`src/rtl/pipeline_hazard_ctrl_pkg.sv`:
```
// Shared types for the pipeline hazard/stall controller: register index type,
// SRAM-wait FSM states and the RAW-match helper used for the EXE and MEM compares.
package pipeline_hazard_ctrl_pkg;

    localparam int REG_IDX_W = 4;

    typedef logic [REG_IDX_W-1:0] reg_idx_t;

    typedef enum logic [1:0] {
        ST_IDLE     = 2'd0,
        ST_MEM_WAIT = 2'd1,
        ST_ERROR    = 2'd2
    } mem_state_e;

    // r0 is an ordinary ARM register, so a zero index is compared like any other.
    function automatic logic raw_match(input logic     wb_en,
                                       input reg_idx_t dest,
                                       input reg_idx_t src1,
                                       input reg_idx_t src2,
                                       input logic     two_src);
        return wb_en && ((src1 == dest) || (two_src && (src2 == dest)));
    endfunction

endpackage

```
`src/rtl/pipeline_hazard_ctrl_if.sv`:
```
// Bundle between the pipeline stages and the hazard controller: operand/destination
// information in, per-stage freeze/flush/bubble controls and the SRAM error flag out.
interface pipeline_hazard_ctrl_if;
    import pipeline_hazard_ctrl_pkg::*;

    logic     id_valid;
    reg_idx_t src1;
    reg_idx_t src2;
    logic     two_src;
    logic     exe_wb_en;
    reg_idx_t exe_dest;
    logic     exe_mem_read;
    logic     mem_wb_en;
    reg_idx_t mem_dest;
    logic     branch_taken;
    logic     mem_req;
    logic     mem_ready;

    logic     hazard;
    logic     freeze_pc;
    logic     flush;
    logic     freeze_all;
    logic     mem_error;

    modport master (
        output id_valid, src1, src2, two_src,
        output exe_wb_en, exe_dest, exe_mem_read,
        output mem_wb_en, mem_dest,
        output branch_taken, mem_req, mem_ready,
        input  hazard, freeze_pc, flush, freeze_all, mem_error
    );

    modport slave (
        input  id_valid, src1, src2, two_src,
        input  exe_wb_en, exe_dest, exe_mem_read,
        input  mem_wb_en, mem_dest,
        input  branch_taken, mem_req, mem_ready,
        output hazard, freeze_pc, flush, freeze_all, mem_error
    );

endinterface

```
`src/rtl/pipeline_hazard_ctrl_sat_counter.sv`:
```
// Event counter that sticks at its all-ones value instead of wrapping.
module sat_counter #(
    parameter int W = 16
) (
    input  logic         clk,
    input  logic         rst,
    input  logic         inc,
    output logic [W-1:0] q
);

    always_ff @(posedge clk or negedge rst) begin
        if (!rst) begin
            q <= '0;
        end else if (inc && (q != '1)) begin
            q <= q + 1'b1;
        end
    end

endmodule

```
`src/rtl/pipeline_hazard_ctrl.sv`:
```
// Stall/flush scheduler for the 5-stage pipeline: RAW detection against EXE/MEM,
// branch flush, and whole-pipeline freeze while the data SRAM is busy.
module pipeline_hazard_ctrl
    import pipeline_hazard_ctrl_pkg::*;
#(
    parameter bit FWD_EN      = 1'b0,
    parameter int MEM_TIMEOUT = 64,
    parameter int CNT_W       = 16
) (
    input  logic                 clk,
    input  logic                 rst,
    pipeline_hazard_ctrl_if.slave hz,
    output logic [CNT_W-1:0]     stall_cnt,
    output logic [CNT_W-1:0]     flush_cnt
);

    localparam int                WAIT_W    = $clog2(MEM_TIMEOUT);
    localparam logic [WAIT_W-1:0] WAIT_LAST = WAIT_W'(MEM_TIMEOUT - 1);

    mem_state_e        state;
    mem_state_e        state_nxt;
    logic [WAIT_W-1:0] wait_cnt;
    logic [WAIT_W-1:0] wait_cnt_nxt;
    logic              mem_error_q;
    logic              set_error;

    logic raw_exe;
    logic raw_mem;
    logic raw;
    logic freeze_all_c;
    logic flush_c;
    logic hazard_c;
    logic freeze_pc_c;

    always_comb begin
        raw_exe = raw_match(hz.exe_wb_en, hz.exe_dest, hz.src1, hz.src2, hz.two_src);
        raw_mem = raw_match(hz.mem_wb_en, hz.mem_dest, hz.src1, hz.src2, hz.two_src);
        // With forwarding only a load in EXE cannot supply its result in time.
        raw     = FWD_EN ? (raw_exe && hz.exe_mem_read) : (raw_exe || raw_mem);
    end

    always_ff @(posedge clk or negedge rst) begin
        if (!rst) begin
            state       <= ST_IDLE;
            wait_cnt    <= '0;
            mem_error_q <= 1'b0;
        end else begin
            state       <= state_nxt;
            wait_cnt    <= wait_cnt_nxt;
            mem_error_q <= mem_error_q | set_error;
        end
    end

    always_comb begin
        state_nxt    = state;
        wait_cnt_nxt = wait_cnt;
        set_error    = 1'b0;
        case (state)
            ST_IDLE: begin
                if (hz.mem_req && !hz.mem_ready) begin
                    state_nxt    = ST_MEM_WAIT;
                    wait_cnt_nxt = '0;
                end
            end
            ST_MEM_WAIT: begin
                if (hz.mem_ready) begin
                    state_nxt = ST_IDLE;
                end else if (wait_cnt == WAIT_LAST) begin
                    state_nxt = ST_ERROR;
                    set_error = 1'b1;
                end else begin
                    wait_cnt_nxt = wait_cnt + 1'b1;
                end
            end
            ST_ERROR: begin
                state_nxt = ST_ERROR;
            end
            default: begin
                state_nxt = ST_IDLE;
            end
        endcase
    end

    // Freeze starts in the request cycle itself; reset forces every control low at once.
    always_comb begin
        freeze_all_c = rst && (((state == ST_IDLE) && hz.mem_req && !hz.mem_ready) ||
                               (state == ST_MEM_WAIT) || (state == ST_ERROR));
        flush_c      = rst && hz.branch_taken && !freeze_all_c;
        hazard_c     = rst && hz.id_valid && raw && !flush_c && !freeze_all_c;
        freeze_pc_c  = hazard_c || freeze_all_c;
    end

    assign hz.hazard     = hazard_c;
    assign hz.flush      = flush_c;
    assign hz.freeze_all = freeze_all_c;
    assign hz.freeze_pc  = freeze_pc_c;
    assign hz.mem_error  = mem_error_q;

    sat_counter #(.W(CNT_W)) u_stall_cnt (
        .clk (clk),
        .rst (rst),
        .inc (freeze_pc_c),
        .q   (stall_cnt)
    );

    sat_counter #(.W(CNT_W)) u_flush_cnt (
        .clk (clk),
        .rst (rst),
        .inc (flush_c),
        .q   (flush_cnt)
    );

endmodule

```
`src/flat_wrapper.sv`:
```
// flat-port wrapper written by rule: the top's interface ports become plain ports
module pipeline_hazard_ctrl_flat import pipeline_hazard_ctrl_pkg::*;
#(
    parameter bit FWD_EN      = 1'b0,
    parameter int MEM_TIMEOUT = 64,
    parameter int CNT_W       = 16
)
  (clk, rst, stall_cnt, flush_cnt, hz_id_valid, hz_src1, hz_src2, hz_two_src, hz_exe_wb_en, hz_exe_dest, hz_exe_mem_read, hz_mem_wb_en, hz_mem_dest, hz_branch_taken, hz_mem_req, hz_mem_ready, hz_hazard, hz_freeze_pc, hz_flush, hz_freeze_all, hz_mem_error);
  pipeline_hazard_ctrl_if hz_i ();
  input  logic clk;
  input  logic rst;
  output logic [CNT_W-1:0] stall_cnt;
  output logic [CNT_W-1:0] flush_cnt;
  input wire logic [$bits(hz_i.id_valid)-1:0] hz_id_valid;
  input wire logic [$bits(hz_i.src1)-1:0] hz_src1;
  input wire logic [$bits(hz_i.src2)-1:0] hz_src2;
  input wire logic [$bits(hz_i.two_src)-1:0] hz_two_src;
  input wire logic [$bits(hz_i.exe_wb_en)-1:0] hz_exe_wb_en;
  input wire logic [$bits(hz_i.exe_dest)-1:0] hz_exe_dest;
  input wire logic [$bits(hz_i.exe_mem_read)-1:0] hz_exe_mem_read;
  input wire logic [$bits(hz_i.mem_wb_en)-1:0] hz_mem_wb_en;
  input wire logic [$bits(hz_i.mem_dest)-1:0] hz_mem_dest;
  input wire logic [$bits(hz_i.branch_taken)-1:0] hz_branch_taken;
  input wire logic [$bits(hz_i.mem_req)-1:0] hz_mem_req;
  input wire logic [$bits(hz_i.mem_ready)-1:0] hz_mem_ready;
  output wire logic [$bits(hz_i.hazard)-1:0] hz_hazard;
  output wire logic [$bits(hz_i.freeze_pc)-1:0] hz_freeze_pc;
  output wire logic [$bits(hz_i.flush)-1:0] hz_flush;
  output wire logic [$bits(hz_i.freeze_all)-1:0] hz_freeze_all;
  output wire logic [$bits(hz_i.mem_error)-1:0] hz_mem_error;
  assign hz_i.id_valid = hz_id_valid;
  assign hz_i.src1 = hz_src1;
  assign hz_i.src2 = hz_src2;
  assign hz_i.two_src = hz_two_src;
  assign hz_i.exe_wb_en = hz_exe_wb_en;
  assign hz_i.exe_dest = hz_exe_dest;
  assign hz_i.exe_mem_read = hz_exe_mem_read;
  assign hz_i.mem_wb_en = hz_mem_wb_en;
  assign hz_i.mem_dest = hz_mem_dest;
  assign hz_i.branch_taken = hz_branch_taken;
  assign hz_i.mem_req = hz_mem_req;
  assign hz_i.mem_ready = hz_mem_ready;
  assign hz_hazard = hz_i.hazard;
  assign hz_freeze_pc = hz_i.freeze_pc;
  assign hz_flush = hz_i.flush;
  assign hz_freeze_all = hz_i.freeze_all;
  assign hz_mem_error = hz_i.mem_error;
  pipeline_hazard_ctrl #(.FWD_EN(FWD_EN), .MEM_TIMEOUT(MEM_TIMEOUT), .CNT_W(CNT_W)) u_core (.clk(clk), .rst(rst), .hz(hz_i), .stall_cnt(stall_cnt), .flush_cnt(flush_cnt));
endmodule
```
`config.mk`:
```
export PLATFORM = sky130hd
export DESIGN_NAME = pipeline_hazard_ctrl_flat
export DESIGN_NICKNAME = d
export VERILOG_FILES = /design/src/rtl/pipeline_hazard_ctrl_pkg.sv /design/src/rtl/pipeline_hazard_ctrl_if.sv /design/src/rtl/pipeline_hazard_ctrl_sat_counter.sv /design/src/rtl/pipeline_hazard_ctrl.sv /design/src/flat_wrapper.sv
export SDC_FILE = /design/constraint.sdc
export NUM_CORES = 1
export LEC_CHECK = 0
export ABC_AREA = 1
export CAP_MARGIN = 25
export CORE_UTILIZATION = 44
export CTS_CLUSTER_DIAMETER = 100
export DETAILED_ROUTE_END_ITERATION = 16
export GPL_ROUTABILITY_DRIVEN = 0
export PLACE_DENSITY_LB_ADDON = 0.15
export SLEW_MARGIN = 40
export SYNTH_ARGS = -nofsm -noshare
export SYNTH_HDL_FRONTEND = slang
export SYNTH_SLANG_ARGS = --single-unit
export TNS_END_PERCENT = 5
```
`constraint.sdc`:
```
create_clock -name clk -period 2 [get_ports clk]
set_input_delay 0.4 -clock clk [delete_from_list [all_inputs] [get_ports clk]]
set_output_delay 0.4 -clock clk [all_outputs]
set_load 0.01 [all_outputs]
```
Word level (Yosys, flattened, before mapping). Cells that the tools add are included.

Muxes and demuxes: 11. Eq/ne operators: 13. Add/subtract/negate cells: 3. Bitwise operators: 1. Reductions and logical operators: 29.

Operators with widths (count): adder 16 x 1 -> 16 bit, second input constant (2); != test 16 bit, second input constant (2); 2-to-1 mux 6 bit (3); equality test 4 bit (4); logical AND 1 bit (16); case mux 6 bit (2 select lines) (1); adder 6 x 1 -> 6 bit, second input constant (1); equality test 6 bit, second input constant (1); logical OR 1 bit (6); 2-to-1 mux 2 bit (3); case mux 2 bit (3 select lines) (1); != test 2 bit, second input constant (2); AND reduction 4 bit (1); logical NOT 1 bit (3); 2-to-1 mux 1 bit (3); != test 3 x 2 -> 1 bit, second input constant (1); equality test 2 x 1 -> 1 bit, second input constant (1); equality test 2 bit, second input constant (1); logical NOT 2 bit (1); != test 2 x 1 -> 1 bit, second input constant (1); AND reduction 2 bit (1); nonzero test 2 bit (1); OR 1 bit (1).

Output and inout bits: 37. Logic and storage cells: 62. Bits of input ports: 26. Flip-flop bits (word level): 41.

Logic depth before layout (Yosys ltp).
Depth after elaboration: 13. Depth in mapped cells: 14.

Modules after synthesis. Synthesis repeated with hierarchy kept, for this count alone.

Cells, all modules: 426. Area total of the unflattened synthesis: 2921.6 µm².

By module, submodules not included: sat_counter (cells each 149, times used 2, area an instance 1058.5 µm²); pipeline_hazard_ctrl (cells each 128, times used 1, area an instance 804.5 µm²).

Least setup slack after synthesis. No wires, ideal clock.

Path kind: reg-to-output. Start: register u_core.state[0]. End: output port hz_freeze_pc. Buffers on the path: 1. Data required time: 1.600 ns. Arrival: 1.224 ns. Cell stages (with the launch flop): 10. Path slack: 0.376 ns. Path through: dfrtp_1 -> nor2_1 -> nand2_1 -> nand3_2 -> inv_2 -> nor2_8 -> nor2_4 -> nand2_4 -> nand2_4 -> buf_6.

Word-level cells in the longest chain between the ends: 12. Elaborated cells on any way between the ends: 14. Classes of those cells: eq/ne (2); reduce/logical (12).

RTL lines: from (decl) (line pipeline_hazard_ctrl.sv:20) `mem_state_e state;`; from (signal assigned) (line pipeline_hazard_ctrl.sv:48) `state <= state_nxt;`; logical NOT 2 bit (line pipeline_hazard_ctrl.sv:86) `freeze_all_c = rst && (((state == ST_IDLE) && hz.mem_req && !hz.mem_ready) ||`; logical AND 1 bit (2 in series) (line pipeline_hazard_ctrl.sv:86); logical OR 1 bit (line pipeline_hazard_ctrl.sv:86); logical OR 1 bit (*) (line pipeline_hazard_ctrl.sv:87) `(state == ST_MEM_WAIT) || (state == ST_ERROR));`; logical AND 1 bit (*) (line pipeline_hazard_ctrl.sv:86); via hz_freeze_all (line flat_wrapper.sv:29) `output wire logic [$bits(hz_i.freeze_all)-1:0] hz_freeze_all;`; logical NOT 1 bit (*) (line pipeline_hazard_ctrl.sv:88) `flush_c = rst && hz.branch_taken && !freeze_all_c;`; logical AND 1 bit (*) (line pipeline_hazard_ctrl.sv:88); via hz_flush (line flat_wrapper.sv:28) `output wire logic [$bits(hz_i.flush)-1:0] hz_flush;`; logical NOT 1 bit (*) (line pipeline_hazard_ctrl.sv:89) `hazard_c = rst && hz.id_valid && raw && !flush_c && !freeze_all_c;`; logical AND 1 bit (*) (2 in series) (line pipeline_hazard_ctrl.sv:89); logical OR 1 bit (*) (line pipeline_hazard_ctrl.sv:90) `freeze_pc_c = hazard_c || freeze_all_c;`; to (decl) (line flat_wrapper.sv:27) `output wire logic [$bits(hz_i.freeze_pc)-1:0] hz_freeze_pc;`.

Mark *: on every way through the listed nets, which the timed path passes. The rest lies on a longest branch.

Final worst setup path.
Start: input port hz_mem_ready. End: output port hz_hazard.

Word-level cells in the longest chain between the ends: 10.

RTL lines: from (decl) (line flat_wrapper.sv:25) `input wire logic [$bits(hz_i.mem_ready)-1:0] hz_mem_ready;`; logical NOT 1 bit (*) (line pipeline_hazard_ctrl.sv:86); logical AND 1 bit (*) (line pipeline_hazard_ctrl.sv:86); logical OR 1 bit (*) (line pipeline_hazard_ctrl.sv:86); logical OR 1 bit (*) (line pipeline_hazard_ctrl.sv:87); logical AND 1 bit (*) (line pipeline_hazard_ctrl.sv:86); logical NOT 1 bit (*) (line pipeline_hazard_ctrl.sv:88, pipeline_hazard_ctrl.sv:89); logical AND 1 bit (line pipeline_hazard_ctrl.sv:88); logical NOT 1 bit (line pipeline_hazard_ctrl.sv:89); logical AND 1 bit (line pipeline_hazard_ctrl.sv:89); logical AND 1 bit (*) (line pipeline_hazard_ctrl.sv:89); to (decl) (line flat_wrapper.sv:26) `output wire logic [$bits(hz_i.hazard)-1:0] hz_hazard;`.

Every way passes the cells marked *; elsewhere a longest branch is shown, timed or not.

==> reports/qor.txt <==
PortBufs -> 61
Clock root buffer master -> clkbuf_8
Crit end category -> output pin
Final setup vio count -> 0
Commonest cells in the netlist -> 130 x nand2_1, 49 x inv_1, 41 x dfrtp_1, 35 x nand3_1, 30 x nor2_1
Crit path time final -> 1900 ps
I/O pins -> 63
#FFs+latches synth -> 41
Placed instance count -> 516
Post-DR wirelength/cell -> 11.6 µm
YS warnings -> 0
Iteration-0 DRC Markers -> 98
Grt ovf -> 0
Die height -> 79.7 µm
Compound-Gate Fraction of Synth Area -> 3.39%
Max Cap Violations -> 0
Synth top area cells -> dfrtp_1 39%, nand2_1 18%, inv_1 6.9%, nand3_1 6.6%, xor2_1 5.9%
Detail Route Antenna Nets -> 0
Req. time, crit path -> 1600 ps
EDFF count, synth -> 0
Main combinational cell family by area after synthesis -> simple AND/OR/NAND/NOR gates
Synth Instances -> 371
Clk pin slew, worst setup/hold paths -> 80 ps
Die area -> 6350 µm²
Place WS -> -550 ps
Mapped Area -> 2660 µm²
Critical path type -> in2out
Pwr Density -> 659 nW/µm²
Area Overhead vs Synth -> 35.1%
Worst setup SP type -> primary input
Vias/cell -> 4.83
Simple-Gate Fraction of Synth Area -> 41.6%
DPL Wire Length -> 4640 µm
DR DRC count -> 0
Most common cell in the synthesized netlist -> nand2_1
Vias -> 2541
Synth Area in Adders -> 1.41%
Layout cells sized above 1 -> 13.2%
Global-route wire length before repair -> 10200 µm
Post-route cell area -> 3590 µm²
Total CTS buffers -> 5
Dpl cell area -> 3430 µm²
Crit Path Max Fanout -> 2
Hold Path Class -> in2async
Status -> complete, no violations
Period Utilization, post-route -> 95.0%
Data arrival, critical path -> 1500 ps
Chip width -> 79.7 µm
Static Leak -> 1.90 nW
RSZ-0062 raised after global routing -> no
Clk buf depth -> 2
Pint -> 1.60 mW
Setup Skew -> 4.11 ps
Slew Viols, Final -> 0
Initial Util -> 46.8%
Relative slew slack -> 78.2%
Number of H-tree levels -> 2
Maximum VDD drop -> 0.484 mV
FFs w/ async S/R, synth -> 100%
Nets -> 482
Fill count -> 512
Clock power frac -> 25.8%
Largest net degree at the start of global routing -> 26
Initial antenna violation count -> 0
Rows -> 27
Final WL -> 6110 µm
Post-synthesis cell type count -> 31
Fmax -> 0.526 GHz
Area leader, netlist -> dfrtp_1
Flop pwr share -> 45.0%
Setup WS post-layout -> 99.4 ps
Vias in the first global route -> 2295
Clk Latency, worst-skew pair -> 290 ps
Comb pwr share -> 29.2%
Worst-margin pin slew -> 326 ps
DR pass1 iterations -> 4
Hold Vio Cnt, Final -> 0
Final std cells w/o fill -> 526
CTS sink cnt -> 41
Psw -> 0.767 mW
Mean post-synth cell area -> 7.16 µm²
Synth Flop Type -> dfrtp_1
Switching share of power -> 32.4%
Multiplexer share of the synthesized area -> 0%
ANT cells -> 0
Total global routing track utilization -> 20.5%
Post-synth top area share -> 38.6%
Syn nets -> 400
Core area -> 5680 µm²
Post-synthesis sequential area ratio -> 38.6%
Xor/xnor share of the synthesized area -> 6.27%
CTS tree -> yes
power by group through the flow:
stage               sequential (mW)  clock (mW)  combinational, mW
floorplan                      1.11           0              0.293
global placement               1.08           0              0.682
detailed placement             1.08           0              0.703
CTS                            1.06       0.624              0.708
global route                   1.08       0.659              0.764
finish                         1.06       0.610              0.691
through the flow:
| stage | util [%] | setup TNS (ps) | power, mW | hold WS (ps) |
|---|---|---|---|---|
| after floorplan | - | 0 | 1.40 | 104 |
| after global placement | 60.5 | -5930 | 1.76 | 453 |
| after detailed placement | 60.5 | -6010 | 1.78 | 457 |
| after CTS | 62.7 | -294 | 2.39 | 167 |
| after global routing | 63.2 | 0 | 2.50 | 184 |
| final | 63.2 | 0 | 2.36 | 154 |
what timing repair did:
item / CTS / global route
endpoints found under the setup margin: 6 / 15
setup buffers: 2 / 1
hold buffers: 0 / 0
gates resized for setup: 18 / 22
pin swaps: 1 / 10
layer usage:
layer	GRT usage, %	vias to the layer above	wire, µm
met3	3.89	7	219
met2	35.4	53	2930
li1	-	1323	-
met5	0	-	0
met1	26.2	1158	2900
met4	5.45	0	61
worst max-delay path: stages:
cell and delay [ps]:
dlygate4sd2_1 250, inv_2 60, nand2_1 40, nand2_1 80
nand3_2 100, inv_2 120, nor2_8 60, nor2_4 120
nand2_4 60, nor2_1 70, buf_2 130
kinds of logic (layout without fill, tap and decap cells):
family,after synthesis,count (layout)
compound gates,17,17
simple gates,235,235
buf+inv,56,139
fa+ha+maj,3,3
xor+xnor,19,19
flops,41,41
layout by cell type, fill, tap and decap left out, drive strengths merged, types with 2 or more instances in the layout:
cell type	count
a21oi	6
buf	20
clkbuf	7
clkdlybuf4s50	37
clkinv	2
dfrtp	41
dlygate4sd2	4
dlymetal6s2s	16
ha	3
inv	53
nand2	136
nand3	38
nand3b	3
nand4	5
nor2	38
nor3	11
nor4	2
o21ai	9
xor2	18
sequential cells by signal (all words and copies together), names as in the netlist:
| register | count |
|---|---|
| u_core.hz.mem_error | 1 |
| u_core.state | 2 |
| u_core.u_flush_cnt.q | 16 |
| u_core.u_stall_cnt.q | 16 |
| u_core.wait_cnt | 6 |
final cells by class:
cell class | count | area, µm² | share of cell area [%]
multi-input combinational | 274 | 1410 | 39.2
sequential | 41 | 1030 | 28.6
timing repair buffer | 77 | 756 | 21.1
inverter | 54 | 208 | 5.79
clock buffer | 7 | 96.3 | 2.69
tap | 72 | 90.1 | 2.51
clock inverter | 1 | 5.00 | 0.140
final timing paths:
kind	start	end	slack, ps	cells past startpoint
hold / removal	rst	u_core.u_flush_cnt.q[10]$_DFFE_PN0P_	150	2
min in group clk	u_core.hz.mem_error$_DFF_PN0_	u_core.hz.mem_error$_DFF_PN0_	470	2
hold reg to reg	u_core.hz.mem_error$_DFF_PN0_	u_core.hz.mem_error$_DFF_PN0_	470	2
max in group asynchronous	rst	u_core.u_stall_cnt.q[2]$_DFFE_PN0P_	1590	3
setup reg to reg	u_core.state[0]$_DFFE_PN0P_	u_core.u_stall_cnt.q[10]$_DFFE_PN0P_	220	12
setup / recovery	hz_mem_ready	hz_hazard	100	11
(Power assumes the default switching activity.)
